File: config.mk
export PLATFORM = sky130hd
export DESIGN_NAME = sprite_motion_ctrl
export DESIGN_NICKNAME = d
export VERILOG_FILES = /design/src/rtl/sprite_pkg.sv /design/src/rtl/sprite_axis_step.sv /design/src/rtl/sprite_motion_ctrl.sv
export SDC_FILE = /design/constraint.sdc
export NUM_CORES = 1
export LEC_CHECK = 0
export CAP_MARGIN = 0
export CORE_MARGIN = 3
export CORE_UTILIZATION = 29
export CTS_CLUSTER_SIZE = 8
export DETAILED_ROUTE_END_ITERATION = 12
export MAX_ROUTING_LAYER = met4
export PLACE_DENSITY_LB_ADDON = 0.2
export SYNTH_ARGS = -nofsm -noshare
export SYNTH_HDL_FRONTEND = slang
export SYNTH_SLANG_ARGS = --single-unit
File: constraint.sdc
create_clock -name pixel_clk -period 2.15 [get_ports pixel_clk]
set_clock_uncertainty 0.2 [all_clocks]
set_input_delay 0.215 -clock pixel_clk [delete_from_list [all_inputs] [get_ports pixel_clk]]
set_output_delay 0.215 -clock pixel_clk [all_outputs]
set_load 0.05 [all_outputs]
File: src/rtl/sprite_pkg.sv
// Shared types and constants for the sprite motion controller.
package sprite_pkg;

  typedef enum logic [1:0] {IDLE, CALC_X, CALC_Y, COMMIT} state_t;

  localparam int SCREEN_W_DEF = 1024;
  localparam int SCREEN_H_DEF = 768;

  // Largest legal top-left coordinate on one axis: screen extent minus sprite extent.
  function automatic logic [11:0] calc_limit(input int screen, input int size);
    return 12'(screen - size);
  endfunction

endpackage

File: src/rtl/sprite_axis_step.sv
// Combinational one-axis step with edge clamp; edge bounce only when SPRITE_BOUNCE_EN is defined.
module sprite_axis_step #(
  parameter int POS_W = 11
)(
  input  logic [POS_W-1:0] i_pos,
  input  logic             i_dir,
  input  logic [3:0]       i_speed,
  input  logic [11:0]      i_limit,
  output logic [POS_W-1:0] o_next,
  output logic             o_toggle
);

`ifdef SPRITE_BOUNCE_EN
  localparam bit BOUNCE = 1'b1;
`else
  localparam bit BOUNCE = 1'b0;
`endif

  logic [11:0] w_pos;
  logic [11:0] w_sum;
  logic [11:0] w_next;
  logic        w_hit;

  // Full 12-bit math so the overshoot past the limit is seen before clamping.
  always_comb begin
    w_pos  = 12'(i_pos);
    w_sum  = w_pos + 12'(i_speed);
    w_next = w_sum;
    w_hit  = 1'b0;
    if (!i_dir) begin
      if (w_sum >= i_limit) begin
        w_next = i_limit;
        w_hit  = 1'b1;
      end
    end else begin
      if (w_pos <= 12'(i_speed)) begin
        w_next = 12'd0;
        w_hit  = 1'b1;
      end else begin
        w_next = w_pos - 12'(i_speed);
      end
    end
  end

  assign o_next   = POS_W'(w_next);
  assign o_toggle = BOUNCE & w_hit;

endmodule

File: src/rtl/sprite_motion_ctrl.sv
// Per-frame sprite position controller: updates x/y during vertical blank only.
// Edge bounce is enabled by defining SPRITE_BOUNCE_EN (see sprite_axis_step).
module sprite_motion_ctrl
  import sprite_pkg::*;
#(
  parameter int WIDTH    = 128,
  parameter int HEIGHT   = 256,
  parameter int SCREEN_W = SCREEN_W_DEF,
  parameter int SCREEN_H = SCREEN_H_DEF
)(
  input  logic        pixel_clk,
  input  logic        reset_n,
  input  logic [10:0] hcount,
  input  logic [9:0]  vcount,
  input  logic [3:0]  speed,
  input  logic        pause,
  input  logic        load,
  input  logic [10:0] load_x,
  input  logic [9:0]  load_y,
  output logic [10:0] x,
  output logic [9:0]  y,
  output logic        dir_x,
  output logic        dir_y,
  output logic        frame_tick,
  output logic        busy
);

  localparam logic [11:0] XMAX = calc_limit(SCREEN_W, WIDTH);
  localparam logic [11:0] YMAX = calc_limit(SCREEN_H, HEIGHT);

  state_t      r_state;
  state_t      w_state_next;
  logic        r_boundary;
  logic [10:0] r_x, r_nx, r_lx;
  logic [9:0]  r_y, r_ny, r_ly;
  logic        r_dx, r_dy, r_tx, r_ty;
  logic        r_pend, r_tick, r_busy;
  logic [10:0] w_nx;
  logic [9:0]  w_ny;
  logic        w_tx, w_ty;

  sprite_axis_step #(.POS_W(11)) u_step_x (
    .i_pos(r_x), .i_dir(r_dx), .i_speed(speed), .i_limit(XMAX),
    .o_next(w_nx), .o_toggle(w_tx)
  );

  sprite_axis_step #(.POS_W(10)) u_step_y (
    .i_pos(r_y), .i_dir(r_dy), .i_speed(speed), .i_limit(YMAX),
    .o_next(w_ny), .o_toggle(w_ty)
  );

  always_comb begin
    w_state_next = r_state;
    case (r_state)
      IDLE:    if (r_boundary) w_state_next = CALC_X;
      CALC_X:  w_state_next = CALC_Y;
      CALC_Y:  w_state_next = COMMIT;
      COMMIT:  w_state_next = IDLE;
      default: w_state_next = IDLE;
    endcase
  end

  always_ff @(posedge pixel_clk) begin
    if (!reset_n) begin
      r_state    <= IDLE;
      r_boundary <= 1'b0;
      r_x        <= '0;
      r_y        <= '0;
      r_nx       <= '0;
      r_ny       <= '0;
      r_lx       <= '0;
      r_ly       <= '0;
      r_dx       <= 1'b0;
      r_dy       <= 1'b0;
      r_tx       <= 1'b0;
      r_ty       <= 1'b0;
      r_pend     <= 1'b0;
      r_tick     <= 1'b0;
      r_busy     <= 1'b0;
    end else begin
      r_state    <= w_state_next;
      r_boundary <= (hcount == 11'd0) && (vcount == 10'(SCREEN_H));
      r_tick     <= (w_state_next == COMMIT);
      r_busy     <= (w_state_next != IDLE);

      if (r_state == CALC_X) begin
        r_nx <= w_nx;
        r_tx <= w_tx;
      end
      if (r_state == CALC_Y) begin
        r_ny <= w_ny;
        r_ty <= w_ty;
      end

      // A strobe landing in COMMIT re-arms the pending load for the next frame.
      if (load) begin
        r_pend <= 1'b1;
        r_lx   <= load_x;
        r_ly   <= load_y;
      end else if (r_state == COMMIT) begin
        r_pend <= 1'b0;
      end

      if (r_state == COMMIT) begin
        if (r_pend) begin
          r_x <= (12'(r_lx) > XMAX) ? 11'(XMAX) : r_lx;
          r_y <= (12'(r_ly) > YMAX) ? 10'(YMAX) : r_ly;
        end else if (!pause) begin
          r_x  <= r_nx;
          r_y  <= r_ny;
          r_dx <= r_dx ^ r_tx;
          r_dy <= r_dy ^ r_ty;
        end
      end
    end
  end

  assign x          = r_x;
  assign y          = r_y;
  assign dir_x      = r_dx;
  assign dir_y      = r_dy;
  assign frame_tick = r_tick;
  assign busy       = r_busy;

endmodule
After elaboration in Yosys (flattened, before gate mapping) --
Index checks and enable logic that the tools add are counted. W data, S select, Z words.
Storage, ports and cells: flip-flop bits (word level) 69, input port bits 50, output and inout bits 25, logic and storage cells 41
Operators by class: $add $sub $neg 2, magnitude comparators 4, equal/unequal tests 6, multiplexer cells 12, reduce and logical (&&, ||, !) cells 6
Operator list (count):
- $mux W11 | 4
- $mux W10 | 4
- $add A11 B4 Y12 | 1
- $ge A12 B10 Y1 const B | 1
- $add A10 B4 Y11 | 1
- $ge A11 B10 Y1 const B | 1
- $gt A11 B10 Y1 const B | 1
- $logic_not A11 Y1 | 1
- $eq A10 B10 Y1 const B | 1
- $gt A10 B10 Y1 const B | 1
- $pmux W2 S4 | 1
- $eq A2 B2 Y1 const B | 3
- $reduce_bool A2 Y1 | 2
- $eq A2 B1 Y1 const B | 1
- $logic_not A2 Y1 | 1
- $mux W1 | 2
- $mux W2 | 1
- $ne A2 B1 Y1 const B | 1
- $reduce_and A2 Y1 | 1
- $logic_and A1 B1 Y1 | 1

Longest topological paths before layout --
depth in word-level cells 3, gate-level depth with buffers 8, depth with buffers taken out 8

By module --
From an unflattened synthesis, not the netlist that was laid out.
Second synthesis, totals: cell total of the unflattened synthesis 575, area total of the unflattened synthesis 5032.3 um2
Modules (own cells, without submodules):
- sprite_motion_ctrl | times used 1, cells an instance 288, area an instance 2850.2 um2, sequential area each 1461.4 um2
- sprite_axis_step (u_step_x) | times used 1, cells an instance 147, area an instance 1136.1 um2, sequential area each 0.0 um2
- sprite_axis_step (u_step_y) | times used 1, cells an instance 140, area an instance 1046.0 um2, sequential area each 0.0 um2

Worst setup path after synthesis --
OpenSTA, ideal clock, no wires.
kind reg-to-reg, start reg r_x[0] (netlist: x[0]), end reg r_nx[0], setup time 0.061 ns, data arrival time 2.530 ns, data required time 1.889 ns, path slack -0.642 ns, cell stages (with the launch flop) 9, buffers on the path 0, period minus slack after synthesis 2.792 ns, cells stage by stage dfxtp_1 ha_1 inv_1 fa_1 nand2b_1 a21oi_2 mux2_2 a41oi_4 a32o_1
On the way: cells in the longest elaborated chain, start to end 3
RTL lines:
- start: declaration | RTL line sprite_motion_ctrl.sv:34 | logic [10:0] r_x, r_nx, r_lx;
- start signal: assignment | RTL line sprite_motion_ctrl.sv:106 | r_x <= (12'(r_lx) > XMAX) ? 11'(XMAX) : r_lx;
- start signal: assignment | RTL line sprite_motion_ctrl.sv:109 | r_x <= r_nx;
- $add A11 B4 Y12 (*) | RTL line sprite_axis_step.sv:27 | w_sum = w_pos + 12'(i_speed);
- $ge A12 B10 Y1 | RTL line sprite_axis_step.sv:31 | if (w_sum >= i_limit) begin
- $mux W11 (*) | RTL line sprite_axis_step.sv:31
- end signal: assignment | RTL line sprite_motion_ctrl.sv:87 | r_nx <= w_nx;
- end: declaration | RTL line sprite_motion_ctrl.sv:34
Mark *: on every way between the ends. The rest lies on a longest branch, timed or not. A chain may end at the register's enable or synchronous reset.

Worst setup path in the final report --
start reg r_x[0] (netlist: x[0]), end reg r_nx[2]
The elaborated chain is that of the path after synthesis.

==> flow_metrics.tcl <==
set metrics [dict create \
    outcome "complete, but fails checks" \
    violations "setup timing" \
    rsz0062_at_grt "yes" \
    cts_hold_buf 0 \
    ys.flop_type "dfxtp_1" \
    ios 75 \
    cts_buffer_depth 2 \
    syn2layout_area_growth_pct 48.1 \
    clk_pin_slew_ns 0.06 \
    route.detailed.drc 0 \
    fmax_mhz 445 \
    r2r_cells 8 \
    antenna_cells 0 \
    drt_pass1_iterations 4 \
    synth_area_per_cell_um2 8.98 \
    wl_um 9520 \
    die_h_um 112 \
    synth_cells 365 \
    hold_viol 0 \
    cts.sinks 69 \
    drive_above_1_share_pct 20.4 \
    hold_depth 2 \
    die_area_mm2 0.0126 \
    clock_latency_ns 0.33 \
    crit_path_end_kind "flop" \
    path_max_fanout 7 \
    cts_tree "done" \
    grt_overflow 0 \
    root_buffer "clkbuf_16" \
    grt_max_degree 30 \
    setup_viol 9 \
    grt_pass1_wl_um 15700 \
    crit_type "flop to flop" \
    yosysWarnings 0 \
    gp_congestion 0.838 \
    tightest_slew_ns 0.539 \
    place_area_mm2 0.00444 \
    r2r_setup_slack_ns -0.1 \
    grt_pass1_vias 3024 \
    final_common_cell "clkdlybuf4s50_1" \
    htreeDepth 3 \
    fin_crit_sh_pct 105 \
    antenna_found_initial 0 \
    drt-initial-drc-count 190 \
    post_drt_wl_per_cell_um 15.5 \
    finalMaxSlewViolations 0 \
    yosys.cell_types.count 47 \
    synthArstFlopShare_pct 0 \
    arrival_ns 2.31 \
    synth-seq-cells 69 \
    critPathLaunchType "flop" \
    required_ns 2.21 \
    final_cell_mix "clkdlybuf4s50_1 (65), dfxtp_1 (62), nor2_1 (45), buf_4 (45), nand2_1 (25)" \
    final_area_mm2 0.00486 \
    p_per_area_mw_per_mm2 723 \
    synth.yosys.seq_area_share_pct 42.1 \
    ir_drop_uv 305 \
    post-dp-hpwl_um 7170 \
    power.total_mw 3.51 \
    power_leakage_nw 1.91 \
    port_buffers 72 \
    core_mm2 0.0109 \
    slew-limit-headroom_pct 63.6 \
    rows 38 \
    syn_area_mm2 0.00328 \
    nets 535 \
    hp-class "primary input to flop" \
    start_util_pct 30.0 \
    die_w_um 112 \
    fin_crit_ns 2.25 \
    viasPerCell 4.94 \
    worst_slack_ns -0.0971 \
    route.vias.total 3044 \
    grt_usage_pct 15.9 \
    cts_buffers 9 \
    synth_edf_count 0 \
    fin_hold_ws_ns 0.231 \
    maxCapViolations 0 \
    drtAntennaViolNets 0 \
]
## synth_stat cells (6+ instances only)
cell       n  area [um2]
a21oi_1   26         130
a221oi_1   6        52.6
a22oi_1    7        52.6
a32o_1     6        60.1
buf_2      7        35.0
clkbuf_1  10        37.5
dfxtp_1   69        1380
ha_1      12         150
inv_1     12        45.0
mux2i_1   24         240
nand2_1   25        93.8
nand3_1   11        55.1
nor2_1    45         169
nor3_1    10        50.1
nor4_1     6        37.5
o21ai_0   21         105
xnor2_1    8        70.1
## power by group
part | internal (mW) | switching [mW]
Clock | 1.04 | 0.555
Sequential | 1.35 | 0.0559
Combinational | 0.241 | 0.262
Total | 2.64 | 0.873
## worst max-delay path, stage by stage, from the launching register on
cell	delay [ns]
dfxtp_4	0.35
ha_4	0.13
inv_2	0.03
fa_2	0.34
nand2b_4	0.18
a21oi_4	0.14
mux2_4	0.32
a41oi_4	0.28
a32o_1	0.21
## routing by layer
layer	track usage (%)	vias to the layer above	wire length (um)
li1	-	1529	-
met1	23.1	1415	4710
met2	22.6	92	4160
met3	2.96	8	550
met4	4.33	0	97
met5	-	-	0
## sequential cells by signal, indices dropped and copies added (netlist names)
signal      cells
y              10
busy            1
r_nx           11
x              11
r_ly           10
r_pend          1
r_lx           11
r_state         2
r_ny           10
frame_tick      1
r_boundary      1
## logic make-up after synthesis
| family | count (synthesis) | synth area share (%) |
|---|---|---|
| AO/OA/AOI/OAI | 95 | 20.3 |
| AND/OR/NAND/NOR | 116 | 16.2 |
| buffers and inverters | 32 | 4.39 |
| multiplexers | 25 | 7.67 |
| other | 1 | 0.114 |
| adder cells (fa/ha/maj) | 14 | 5.80 |
| XOR/XNOR | 13 | 3.47 |
| flip-flops | 69 | 42.1 |
## layout make-up
cell class / instances / area, um2
fill: 1076 / 6080
clock inverter: 6 / 86.3
sequential: 69 / 1400
tap: 140 / 175
inverter: 12 / 45.0
timing repair buffer: 114 / 1040
clock buffer: 10 / 239
multi-input combinational: 265 / 1880
## per-stage QoR
| step | TNS (ns) | cells | setup WS [ns] | utilization [%] |
|---|---|---|---|---|
| 3_3_place_gp | -8.03 | 595 | -0.551 | 40.6 |
| 3_5_place_dp | -9.20 | 595 | -0.598 | 40.6 |
| 5_1_grt | -1.55 | 616 | -0.202 | 44.4 |
| 4_1_cts | -0.967 | 614 | -0.139 | 43.9 |
| 2_1_floorplan | -1.07 | 366 | -0.159 | - |
| 6_report | -0.632 | 616 | -0.0971 | 44.4 |
## path summary, 6_finish.rpt
| check | startpoint | end |
|---|---|---|
| worst max-delay path | x[0] | r_nx[2] |
| worst min-delay path | hcount[8] | r_boundary |
| worst max register to register | x[0] | r_nx[2] |
| worst min register to register | r_ny[5] | r_ny[5] |
## what timing repair did
item | 4_1_cts | 5_1_grt
setup buffers | 3 | 2
gates resized for setup | 5 | 17
pin swaps | 9 | 11
endpoints found under the setup margin | 17 | 27
No activity file was read; power rests on OpenSTA's default activity.
